File: src/rtl/core_mem_arbiter.sv
// core_mem_arbiter: round-robin arbiter that shares one multi-beat cache/memory
// request bus between instruction fetch (port 0) and data (port 1). One
// transaction is in flight at a time; responses are routed back to the winner.
module core_mem_arbiter #(
   parameter int ADDR_W   = 64,
   parameter int TAG_W    = 13,
   parameter int RD_BEATS = 8,
   parameter int WR_BEATS = 8
) (
   input  logic              clk,
   input  logic              reset,
   input  logic              p0_reqcyc,
   input  logic [ADDR_W-1:0] p0_req,
   input  logic [0:TAG_W-1]  p0_reqtag,
   output logic              p0_reqack,
   output logic              p0_respcyc,
   output logic [ADDR_W-1:0] p0_resp,
   input  logic              p0_respack,
   input  logic              p1_reqcyc,
   input  logic [ADDR_W-1:0] p1_req,
   input  logic [0:TAG_W-1]  p1_reqtag,
   output logic              p1_reqack,
   output logic              p1_respcyc,
   output logic [ADDR_W-1:0] p1_resp,
   input  logic              p1_respack,
   output logic              bus_reqcyc,
   output logic [ADDR_W-1:0] bus_req,
   output logic [0:TAG_W-1]  bus_reqtag,
   input  logic              bus_reqack,
   input  logic              bus_respcyc,
   input  logic [ADDR_W-1:0] bus_resp,
   output logic              bus_respack,
   output logic              busy,
   output logic              grant_id
);

   localparam int MAX_BEATS = (RD_BEATS > WR_BEATS + 1) ? RD_BEATS : WR_BEATS + 1;
   localparam int CNT_W     = $clog2(MAX_BEATS) + 1;
   // A write request is one address beat plus WR_BEATS data beats, so the
   // last request beat of a write is seen with the counter at WR_BEATS.
   localparam logic [CNT_W-1:0] REQ_LAST_WR  = CNT_W'(WR_BEATS);
   localparam logic [CNT_W-1:0] RESP_LAST_RD = CNT_W'(RD_BEATS - 1);

   typedef enum logic [1:0] {IDLE, REQ, RESP} state_t;

   state_t            state;
   logic              last_grant;
   logic              is_write;
   logic [CNT_W-1:0]  count;

   logic              any_req;
   logic              winner;
   logic              win_write;
   logic              g_reqcyc;
   logic [ADDR_W-1:0] g_req;
   logic [0:TAG_W-1]  g_reqtag;
   logic              g_respack;
   logic              in_req;
   logic              in_resp;
   logic              req_beat;
   logic              resp_beat;
   logic              req_last;
   logic              resp_last;

   // Round-robin pick: a lone requester wins, a tie goes to the port not served last.
   always_comb begin
      any_req = p0_reqcyc | p1_reqcyc;
      if (p0_reqcyc && p1_reqcyc) begin
         winner = ~last_grant;
      end else if (p1_reqcyc) begin
         winner = 1'b1;
      end else begin
         winner = 1'b0;
      end
      win_write = winner ? p1_reqtag[0] : p0_reqtag[0];
   end

   // Steer the granted port onto the bus; outside REQ/RESP everything is held at 0
   // so arbitration and stray bus responses never leak through.
   always_comb begin
      g_reqcyc  = grant_id ? p1_reqcyc  : p0_reqcyc;
      g_req     = grant_id ? p1_req     : p0_req;
      g_reqtag  = grant_id ? p1_reqtag  : p0_reqtag;
      g_respack = grant_id ? p1_respack : p0_respack;
      in_req    = (state == REQ);
      in_resp   = (state == RESP);

      bus_reqcyc  = in_req & g_reqcyc;
      bus_req     = in_req ? g_req : '0;
      bus_reqtag  = in_req ? g_reqtag : '0;
      p0_reqack   = in_req & ~grant_id & bus_reqack;
      p1_reqack   = in_req &  grant_id & bus_reqack;

      bus_respack = in_resp & g_respack;
      p0_respcyc  = in_resp & ~grant_id & bus_respcyc;
      p1_respcyc  = in_resp &  grant_id & bus_respcyc;
      p0_resp     = (in_resp && !grant_id) ? bus_resp : '0;
      p1_resp     = (in_resp &&  grant_id) ? bus_resp : '0;

      req_beat    = bus_reqcyc & bus_reqack;
      resp_beat   = in_resp & bus_respcyc & bus_respack;
      req_last    = is_write ? (count == REQ_LAST_WR) : (count == '0);
      resp_last   = is_write ? 1'b1 : (count == RESP_LAST_RD);
      busy        = (state != IDLE);
   end

   // Transaction FSM: grant in IDLE, count request beats in REQ, count response beats in RESP.
   always_ff @(posedge clk or negedge reset) begin
      if (!reset) begin
         state      <= IDLE;
         grant_id   <= 1'b0;
         last_grant <= 1'b1;
         count      <= '0;
         is_write   <= 1'b0;
      end else begin
         case (state)
            IDLE: begin
               if (any_req) begin
                  grant_id   <= winner;
                  last_grant <= winner;
                  is_write   <= win_write;
                  count      <= '0;
                  state      <= REQ;
               end
            end
            REQ: begin
               if (req_beat) begin
                  if (req_last) begin
                     count <= '0;
                     state <= RESP;
                  end else begin
                     count <= count + CNT_W'(1);
                  end
               end
            end
            RESP: begin
               if (resp_beat) begin
                  if (resp_last) begin
                     count <= '0;
                     state <= IDLE;
                  end else begin
                     count <= count + CNT_W'(1);
                  end
               end
            end
            default: state <= IDLE;
         endcase
      end
   end

endmodule

File: config.mk
export PLATFORM = sky130hd
export DESIGN_NAME = core_mem_arbiter
export DESIGN_NICKNAME = d
export VERILOG_FILES = /design/src/rtl/core_mem_arbiter.sv
export SDC_FILE = /design/constraint.sdc
export NUM_CORES = 1
export LEC_CHECK = 0
export BUFFER_PORTS_ARGS = -buffer_cell sky130_fd_sc_hd__buf_2
export CAP_MARGIN = 5
export CORE_AREA = 2 2 173 175
export CTS_CLUSTER_SIZE = 20
export DETAILED_ROUTE_END_ITERATION = 7
export DIE_AREA = 0 0 175 177
export SETUP_SLACK_MARGIN = 0.1
export SKIP_LAST_GASP = 1
export SLEW_MARGIN = 15
export SYNTH_ARGS = -nofsm -noshare
export SYNTH_HDL_FRONTEND = slang
export SYNTH_SLANG_ARGS = --single-unit
File: constraint.sdc
create_clock -name clk -period 1.9 [get_ports clk]
set_clock_uncertainty 0.05 [all_clocks]
set_input_delay 0.19 -clock clk [delete_from_list [all_inputs] [get_ports clk]]
set_output_delay 0.19 -clock clk [all_outputs]
set_load 0.02 [all_outputs]
======== Word level (Yosys, flattened, before mapping) ========
Cells that the tools add are included.
word-level totals
  word-level logic and storage cells ...... 67
  output and inout port bits .............. 213
  input bits .............................. 226
  register bits ........................... 10
operators by class
  add/sub/neg operators ................... 1
  bitwise gates (word level) .............. 16
  equal/unequal tests ..................... 9
  reduce and logical (&&, ||, !) cells .... 11
  muxes and demuxes ....................... 25
operators by type and width
  kind                                                    number
  two-way mux 64 bit                                      4
  two-way mux 13 bit                                      2
  two-way mux 5 bit                                       5
  case mux 5 bit (3 select lines)                         1
  bitwise AND 1 bit                                       13
  two-way mux 2 bit                                       5
  inequality test 2 x 1 -> 1 bit (second input constant)  4
  two-way mux 1 bit                                       7
  case mux 2 bit (3 select lines)                         1
  adder 5 x 1 -> 5 bit (second input constant)            1
  == test 5 x 3 -> 1 bit (second input constant)          1
  == test 5 x 4 -> 1 bit (second input constant)          1
  zero test 5 bit                                         1
  AND reduction 5 bit                                     1
  AND reduction 4 bit                                     1
  logical AND 1 bit                                       3
  nonzero test 3 bit                                      1
  == test 2 x 1 -> 1 bit (second input constant)          1
  == test 2 bit (second input constant)                   1
  zero test 2 bit                                         1
  inequality test 2 bit (second input constant)           1
  NOT 1 bit                                               2
  AND reduction 2 bit                                     1
  nonzero test 2 bit                                      1
  2 further kinds                                         2

======== Logic depth before layout (Yosys ltp) ========
Gate-level depths: netlist of the first run.
  word-level depth ........................ 5
  gate-level depth with buffers ........... 7
  mapped depth without buffers ............ 7

======== Worst setup path after synthesis of the first run ========
OpenSTA, ideal clock, no wires.
  path type ............................... register to register
  start point ............................. register state[0]
  end point ............................... register count[3]
  path slack .............................. 0.070 ns
  period minus slack after synthesis ...... 1.830 ns
  setup time .............................. 0.129 ns
  stages on the path, launching flop included .. 8
  data arrival time ....................... 1.651 ns
  data required time ...................... 1.721 ns
  cells stage by stage .................... dfrtp_1 > inv_1 > ha_1 > nand2b_1 > a21oi_1 > or4_4 > a22oi_1 > o31ai_1
on the way
  cells in the longest elaborated chain, start to end .. 5
ends and longest elaborated chain
  what                                                     RTL line     source
  from (decl)                                              46           state_t state;
  from (signal assigned)                                   110          state <= IDLE;
  from (signal assigned)                                   123          state <= REQ;
  from (signal assigned)                                   130          state <= RESP;
  == test 2 bit or == test 2 x 1 -> 1 bit (tied branches)  86, 116, 85
  bitwise AND 1 bit (on tied branches)                     101, 88, 94
  bitwise AND 1 bit (on tied branches)                     101, 100
  inequality test 2 x 1 -> 1 bit (no source line)          -
  AND reduction 4 bit (no source line)                     -
  to (signal assigned)                                     132          count <= count + CNT_W'(1);
  to (signal assigned)                                     142          count <= count + CNT_W'(1);
  to (decl)                                                49           logic [CNT_W-1:0] count;
Several ways; a longest one is shown, not always the timed one.
A chain may end at the register's enable or synchronous reset.

======== Worst setup path after layout of the first run ========
  start point ............................. register state[0]
  end point ............................... output port p0_resp[9]
on the way
  cells in the longest elaborated chain, start to end .. 3
ends and longest elaborated chain
  what                RTL line  source
  == test 2 bit       86        in_resp = (state == RESP);
  logical AND 1 bit   97        p0_resp = (in_resp && !grant_id) ? bus_resp : '0;
  two-way mux 64 bit  97
  to (decl)           17        output logic [ADDR_W-1:0] p0_resp,
No other way between the ends.

==> flow_summary.ini, run 1 <==
[setup_path]
required_ns = 1.66
startpoint_type = flip-flop
crit_path_start = state[0]$_DFFE_PN0P_
worstReg2RegStart = state[0]$_DFFE_PN0P_
max_stage_delay_ns = 0.42
r2r_slack_ns = -0.04
crit_chain = inv_2, ha_4, nor2b_4, buf_12, clkbuf_16, and2_1, buf_4
worstSetupPathType = reg -> out
cpMaxStageDelayCell = dfrtp_2
crit_fanout = 9
critPathCaptureType = output port
worstPathArrival_ns = 1.73

[cts]
cts_made_buffers = 3
clk_latency_ns = 0.24
cts_tree = built
cts_sinks = 10
h-tree-depth = 1
cts_max_path_buffers = 2
path_clk_slew_ns = 0.04
clockRootBuffer = clkbuf_16

[cells_and_area]
nFillCells = 3060
drive_above_1_share = 0.7327
seq_area_um2 = 256.5
multi_input_area_um2 = 3124
stdcell_count = 1269
syn_to_final_growth_pct = 170.1
antennaDiodeCount = 0
fin_nets = 1113

[worst_hold_path]
hold_start = p0_reqcyc
min-delay-path-class = in -> reg

[drt]
routedWlPerCell_um = 16.68
final_antenna_net_count = 0
drtPass1Iterations = 4
drc = 0
routed_via_density = 3.885
drtIter0Drc = 155
drt_wl_total_um = 21170
vias = 4930

[die]
initial_utilization = 0.1008
dieArea_um2 = 30980
core_area_um2 = 29240
die_w_um = 175
num_rows = 63
die_y_um = 177
io_pins = 439

[timing]
slew_headroom = 0.7011
rsz0062_at_grt = yes
fmax_mhz = 508.4
hold_slack_ns = 0.1553
finalMaxSlewViolations = 0
fin_setup_tns_ns = -1.788
max_slew.worst_pin.slew_ns = 0.4413
fin_ws_ns = -0.06688
fin_crit_sh = 1.035
setup_viol = 53
min_period_ns = 1.967
hold_viol = 0

[yosys]
yosys-top-cells-area = mux2i_1, nor2b_1, and2_1
synth.avg_cell_area_um2 = 7.258
seq_area_frac_synth = 0.08535
ys_warn_count = 0
synth.top_cell.area_share = 0.2718
ys_seq_elements = 10
synth_area_um2 = 2947
ys_types = 31
synth_top_area_cell = mux2i_1
synthesis.nets = 639
synthCells = 406

[power]
leakagePower_nw = 4.377
peakVddDrop_uv = 454.1
p_per_area_nw_per_um2 = 1400

[status]
status = finished, violations left
violations = negative setup slack

[grt]
grt_pass1_wl_um = 23830
antenna_found_initial = 1
grt-ovfl-total = 0
grt_max_degree = 66
grt_pass1_vias = 4231
grt_usage = 0.09826

[flow_run]
cap_viol_max_count = 0

[placed_design]
dp_hpwl_um = 13200
port_buffers = 438
dp.cells = 1215
place.gp.congestion = 0.7487
## path summary, 6_finish.rpt
path | to | cells past startpoint
max in group asynchronous | last_grant$_DFFE_PN1P_ | 2
hold / removal | last_grant$_DFFE_PN1P_ | 2
setup reg to reg | count[3]$_DFFE_PN0P_ | 7
setup / recovery | p0_resp[9] | 7
hold reg to reg | last_grant$_DFFE_PN1P_ | 2
min in group asynchronous | count[1]$_DFFE_PN0P_ | 2
## final cells by class
class                   count  share of cell area
repair buffers            509              0.4992
multi-input cells         346              0.3926
well taps                 390             0.06132
flip-flops and latches     10             0.03223
clock buffers               4            0.009906
inverters                  10            0.004717
## cell families (layout without fill, tap and decap cells)
group | Yosys count | after routing | share of synthesized area
and+or+nand+nor | 237 | 237 | 0.4955
buffers and inverters | 50 | 523 | 0.06794
adders and majority gates | 7 | 7 | 0.02972
xor gates and xnor gates | 1 | 1 | 0.002973
AOI/OAI and AO/OA | 20 | 20 | 0.04289
muxes | 81 | 81 | 0.2756
DFF | 10 | 10 | 0.08535
## sequential cells by signal, summed over array words and instances, names as in the netlist
signal / cells
last_grant: 1
count: 5
grant_id: 1
is_write: 1
state: 2
## worst max-delay path, delay by kind of cell (launching register included)
| kind | cells | cell delay [ns] |
|---|---|---|
| buffers and inverters | 4 | 0.60 |
| AND/OR/NAND/NOR | 2 | 0.30 |
| adder cells (fa/ha/maj) | 1 | 0.15 |
| flip-flops | 1 | 0.42 |
## routing by layer
| layer | part of all wire | vias up | global-route usage | routed length [um] |
|---|---|---|---|---|
| li1 | - | 2328 | - | - |
| met1 | 0.39 | 2348 | 0.1240 | 8272 |
| met2 | 0.53 | 221 | 0.1770 | 11180 |
| met3 | 0.058 | 33 | 0.01289 | 1234 |
| met4 | 0.023 | 0 | 0.02257 | 481 |
| met5 | 0 | - | 0 | 0 |
## metrics by stage
stage                       util  setup slack (ns)  cell area (um2)  power [mW]
after floorplan                -            0.1095             3012       4.391
after global placement    0.1963           0.06328             5741       6.406
after detailed placement  0.1963           0.03449             5741       6.438
after CTS                 0.2240          -0.03125             6551       8.180
after global routing      0.2721           -0.1394             7958       11.72
final                     0.2721          -0.06688             7958       11.14
## layout by cell type (no fill, tap or decap), types with 2 or more instances in the layout
master,Yosys,final
a21oi_1,6,4
a21oi_2,0,2
a22oi_2,0,2
a31oi_1,2,2
and2_1,68,15
and2_2,0,29
and2_4,0,24
and3_1,66,65
buf_12,0,12
buf_16,0,9
buf_2,7,317
buf_4,1,70
buf_6,0,74
buf_8,0,11
clkbuf_16,0,17
dfrtp_1,9,7
ha_1,7,4
ha_4,0,3
inv_1,10,8
inv_2,0,2
mux2i_1,80,61
mux2i_2,0,5
mux2i_4,0,14
nand2_1,7,5
nand2b_1,4,3
nand3_1,5,4
nand3b_1,2,2
nor2b_1,80,43
nor2b_2,0,10
nor2b_4,0,27
o21ai_0,3,2
o31ai_1,2,2
## Yosys cell counts, drive strengths merged
master	count
ha	7
mux2	1
and3	66
nor4	1
nor2	2
mux2i	80
o311ai	1
o21a	1
nand2b	4
dfstp	1
a21oi	6
o21ai	3
o22ai	1
o31ai	2
or4	1
buf	8
a21boi	1
o2bb2ai	1
and2	68
nor2b	80
nor3	1
xnor2	1
a31oi	2
a22oi	2
nand3b	2
clkbuf	32
dfrtp	9
nand2	7
inv	10
nand3	5
## report_power, final
| group | leakage, nW | internal [mW] | switching [mW] |
|---|---|---|---|
| Combinational | 4.21 | 5.46 | 4.94 |
| Clock | 0.0382 | 0.282 | 0.107 |
| Sequential | 0.125 | 0.294 | 0.0630 |
## repair_timing
action,in CTS,in global routing
gates resized for setup,127,249
buffers inserted,12,13
pin swaps,19,11
gates cloned,8,17
endpoints found under the setup margin,206,213
hold endpoints to repair,9,0
hold buffers,1,0
(Power assumes the default switching activity.)
==> run 2: changes to the inputs <==
--- a/config.mk
+++ b/config.mk
@@ -6,11 +6,11 @@
 export NUM_CORES = 1
 export LEC_CHECK = 0
 export BUFFER_PORTS_ARGS = -buffer_cell sky130_fd_sc_hd__buf_2
-export CAP_MARGIN = 5
 export CORE_AREA = 2 2 173 175
 export CTS_CLUSTER_SIZE = 20
 export DETAILED_ROUTE_END_ITERATION = 7
 export DIE_AREA = 0 0 175 177
+export PLACE_DENSITY = 0.33
 export SETUP_SLACK_MARGIN = 0.1
 export SKIP_LAST_GASP = 1
 export SLEW_MARGIN = 15
==> flow_summary.ini, run 2 (synthesis results as in run 1) <==
[cells_and_area]
largest_register = count
syn_to_final_growth_pct = 188.6
reg.largest.list = count: 5 flops, state: 2 flops
final_common_cell = buf_2
drive_above_1_share = 0.7523
fin_util = 0.2908
largest_reg_flops = 5
fin_nets = 1122
seq_area_um2 = 255.2
nFillCells = 3108
final_cell_mix = buf_2, buf_6, buf_4
multi_input_area_um2 = 3064

[grt]
grt_max_degree = 42
grt_usage = 0.1182
grt_pass1_vias = 4475
grt-ovfl-total = 0
grt_pass1_wl_um = 27880
antenna_found_initial = 1

[worst_hold_path]
holdPathStages = 2
min-delay-path-class = in -> reg

[drt]
drtPass1Iterations = 4
drtIter0Drc = 104
final_antenna_net_count = 0
vias = 4858
routedWlPerCell_um = 18.48
drc = 0
drt_wl_total_um = 23640
routed_via_density = 3.798

[setup_path]
crit_path_start = state[0]$_DFFE_PN0P_
required_ns = 1.66
worstReg2RegStart = grant_id$_DFFE_PN0P_
r2r_end = count[3]$_DFFE_PN0P_
r2r_cells = 6
worstPathArrival_ns = 1.73
startpoint_type = flip-flop
cp-endpoint = p0_resp[12]
critPathCaptureType = output port
worstSetupPathType = reg -> out
r2r_slack_ns = -0.04
crit_fanout = 7

[timing]
hold_slack_ns = 0.1732
slew_headroom = 0.6932
max_slew.worst_pin.slew_ns = 0.4544
finalMaxSlewViolations = 0
hold_viol = 0
min_period_ns = 1.971
rsz0062_at_grt = yes
fin_ws_ns = -0.07082
fin_crit_sh = 1.037
setup_viol = 64
fmax_mhz = 507.4

[die]
io_pins = 439
die_y_um = 177
die_w_um = 175
core_area_um2 = 29240
num_rows = 63
dieArea_um2 = 30980
initial_utilization = 0.1008

[cts]
cts_max_path_buffers = 2
cts_made_buffers = 3
cts_sinks = 10
h-tree-depth = 1
cts_tree = built
path_clk_slew_ns = 0.04
clk_latency_ns = 0.24
clockRootBuffer = clkbuf_16

[status]
violations = negative setup slack
status = finished, violations left

[placed_design]
dp_hpwl_um = 13750
dp_slack_ns = -0.04502
place.gp.congestion = 0.7396
port_buffers = 438

[power]
leakagePower_nw = 4.395
peakVddDrop_uv = 414.9
p_per_area_nw_per_um2 = 1372

[flow_run]
cap_viol_max_count = 0
run 2: cell types whose count changed in the layout (fill, tap and decap cells not counted), moves of 12 or more:
cell | previous run | this run
buf_4 | 70 | 89
and2_1 | 15 | 3
and2_2 | 29 | 0
nor2b_4 | 27 | 5
nor2b_1 | 43 | 70
and3_1 | 65 | 17
and2_4 | 24 | 65
buf_2 | 317 | 245
buf_6 | 74 | 132
mux2i_1 | 61 | 73
and3_4 | 1 | 49
run 2: how the worst min path moves through the flow:
| stage | endpoint | slack, ns | from |
|---|---|---|---|
| final | last_grant$_DFFE_PN1P_ | 0.17 | p0_reqcyc |
| after global routing | last_grant$_DFFE_PN1P_ | 0.22 | p0_reqcyc |
| after CTS | last_grant$_DFFE_PN1P_ | 0.18 | p0_reqcyc |
| after detailed placement | count[0]$_DFFE_PN0P_ | 0.04 | reset |
| after global placement | count[1]$_DFFE_PN0P_ | 0.04 | reset |
| after floorplan | count[0]$_DFFE_PN0P_ | -0.16 | reset |
run 2: repair_timing:
action,4_1_cts,5_1_grt
buffers inserted,16,9
gates resized for setup,261,256
endpoints found under the hold margin,9,0
gates cloned,16,18
hold buffers,1,0
endpoints found under the setup margin,200,216
pin swaps,43,25
run 2: area by class of cell:
| type | count | area share |
|---|---|---|
| Timing Repair Buffer | 518 | 0.5371 |
| Multi-Input combinational cell | 346 | 0.3604 |
| Tap cell | 390 | 0.05739 |
| Sequential cell | 10 | 0.03002 |
| Clock buffer | 4 | 0.01045 |
| Inverter | 10 | 0.004414 |
| Antenna cell | 1 | 0.0002943 |
run 2: metrics by stage:
| stage | setup TNS [ns] | area [um2] | total power, mW | cells |
|---|---|---|---|---|
| after detailed placement | -0.06187 | 5766 | 6.592 | 1215 |
| after floorplan | 0 | 3012 | 4.391 | 406 |
| after global routing | -8.531 | 8501 | 12.29 | 1278 |
| final | -1.720 | 8503 | 11.66 | 1279 |
| after global placement | -0.1406 | 5766 | 6.679 | 1215 |
| after CTS | -0.9514 | 7179 | 9.670 | 1252 |
run 2: power by group:
group | switching, mW | internal (mW) | leakage [nW]
clock network | 0.117 | 0.318 | 0.0442
logic | 5.06 | 5.80 | 4.22
registers | 0.0814 | 0.292 | 0.126
run 2: worst max-delay path: stages (launching register included):
cell	delay (ns)
dfrtp_1	0.43
inv_2	0.12
ha_4	0.15
nor2b_4	0.18
buf_12	0.18
clkbuf_16	0.18
and2_4	0.14
buf_6	0.11
run 2: layer usage:
layer,up-vias,global-route usage,routed length (um),part of all wire
li1,2356,-,-,-
met1,2263,0.1340,9072,0.38
met2,212,0.2362,13010,0.55
met3,27,0.01761,1092,0.046
met4,0,0.01563,465,0.020
met5,-,0,0,0
==> run 3: changes to the inputs <==
--- a/config.mk
+++ b/config.mk
@@ -6,10 +6,10 @@
 export NUM_CORES = 1
 export LEC_CHECK = 0
 export BUFFER_PORTS_ARGS = -buffer_cell sky130_fd_sc_hd__buf_2
-export CORE_AREA = 2 2 173 175
+export CORE_AREA = 2 2 169 171
 export CTS_CLUSTER_SIZE = 20
 export DETAILED_ROUTE_END_ITERATION = 7
-export DIE_AREA = 0 0 175 177
+export DIE_AREA = 0 0 171 173
 export PLACE_DENSITY = 0.33
 export SETUP_SLACK_MARGIN = 0.1
 export SKIP_LAST_GASP = 1
==> constraint.sdc (replaced) <==
create_clock -name clk -period 2.39 [get_ports clk]
set_clock_uncertainty 0.05 [all_clocks]
set_input_delay 0.239 -clock clk [delete_from_list [all_inputs] [get_ports clk]]
set_output_delay 0.239 -clock clk [all_outputs]
set_load 0.02 [all_outputs]
==> flow_summary.ini, run 3 (synthesis results as in run 1) <==
[timing]
max_slew.worst_pin.slew_ns = 0.4636
min_period_ns = 2.180
fin_crit_sh = 0.9122
setup_viol = 0
rsz0062_at_grt = no
fin_setup_tns_ns = 0
hold_viol = 0
finalMaxSlewViolations = 0
slew_headroom = 0.6870
fmax_mhz = 458.7

[placed_design]
port_buffers = 438
dp.cells = 1188
dp_hpwl_um = 14550
place.gp.congestion = 0.7787

[cts]
h-tree-depth = 1
post_cts_buffers = 0
clk_latency_ns = 0.24
cts_sinks = 10
cts_max_path_buffers = 2
path_clk_slew_ns = 0.04
cts_made_buffers = 3
cts_tree = built
clockRootBuffer = clkbuf_16

[grt]
grt_pass1_wl_um = 24290
grt_usage = 0.1061
antenna_found_initial = 2
grt_pass1_vias = 4017
grt-ovfl-total = 0
grt_max_degree = 91

[status]
status = completed

[drt]
dr_wl_met3_um = 977
drt_wl_total_um = 17560
drtIter0Drc = 135
drc = 0
final_antenna_net_count = 0
drtPass1Iterations = 4
met1_length_um = 6787
route.met2.wl_um = 9523
routed_via_density = 3.574
routedWlPerCell_um = 14.71
highest_layer = met4
vias = 4267

[cells_and_area]
syn_to_final_growth_pct = 92.91
largest_reg_flops = 5
stdcell_count = 1194
largest_register = count
seq_area_um2 = 255.2
fin_nets = 1049
reg.largest.list = count: 5 flops, state: 2 flops
final_common_cell = buf_2
nFillCells = 3174
final_cell_mix = buf_2, mux2i_1, nor2b_1
multi_input_area_um2 = 2514
drive_above_1_share = 0.5595

[setup_path]
worstPathArrival_ns = 1.89
required_ns = 2.10
crit_fanout = 47
startpoint_type = flip-flop
worstSetupPathType = reg -> out
critPathCaptureType = output port

[power]
peakVddDrop_uv = 390.8
leakagePower_nw = 3.641
p_per_area_nw_per_um2 = 945.2

[die]
io_pins = 439
num_rows = 61
die_y_um = 173
core_area_um2 = 27630
dieArea_um2 = 29580
die_w_um = 171
initial_utilization = 0.1066

[worst_hold_path]
min-delay-path-class = in -> reg

[flow_run]
cap_viol_max_count = 0
run 3: worst paths after layout:
check                                        from                endpoint  slack, ns  cells after the start
setup / recovery             state[1]$_DFFE_PN0P_              bus_req[3]       0.21                      5
hold / removal                          p0_reqcyc  last_grant$_DFFE_PN1P_       0.20                      2
setup reg to reg             state[0]$_DFFE_PN0P_    count[3]$_DFFE_PN0P_       0.40                      7
hold reg to reg            last_grant$_DFFE_PN1P_  last_grant$_DFFE_PN1P_       0.48                      2
max in group asynchronous                   reset  last_grant$_DFFE_PN1P_       1.65                      2
min in group asynchronous                   reset    count[1]$_DFFE_PN0P_       0.36                      2
run 3: through the flow:
step	area (um2)	total power, mW	hold WS (ns)	setup slack (ns)	utilization
final	5684	5.373	0.2001	0.2098	0.2057
after global routing	5684	5.790	0.2448	0.1174	0.2057
after CTS	5672	5.449	0.1974	0.1804	0.2053
after detailed placement	5573	5.093	0.09689	0.3700	0.2017
after global placement	5573	5.170	0.09017	0.3759	0.2017
after floorplan	2947	3.456	-0.1066	0.5357	-
run 3: worst max-delay path, cell delays in order, from the launching register on:
cell and delay, ns:
dfrtp_1 0.40, inv_1 0.11, ha_2 0.33, buf_12 0.22, nor2b_1 0.32, buf_2 0.23
run 3: layout make-up:
type / count / area share
antenna: 1 / 0.0004402
timing repair buffer: 445 / 0.4070
inverter: 10 / 0.006604
tap: 378 / 0.08321
multi-input combinational: 346 / 0.4422
clock buffer: 4 / 0.01563
sequential: 10 / 0.04490
run 3: power breakdown:
| part | total, mW | leakage [nW] | internal (mW) | switching [mW] |
|---|---|---|---|---|
| Sequential | 0.298 | 0.126 | 0.232 | 0.0656 |
| Combinational | 4.74 | 3.47 | 1.85 | 2.88 |
| Clock | 0.339 | 0.0442 | 0.252 | 0.0869 |
run 3: metal layers:
metal / global-route usage / vias up
met5: 0 / -
met4: 0.02154 / 0
met3: 0.01511 / 21
met2: 0.2134 / 178
met1: 0.1146 / 1883
li1: - / 2185
run 3: repair_timing:
item | in CTS | in global routing
endpoints found under the hold margin | 9 | 0
resized for setup | 0 | 2
hold buffers | 1 | 0
endpoints found under the setup margin | 0 | 63
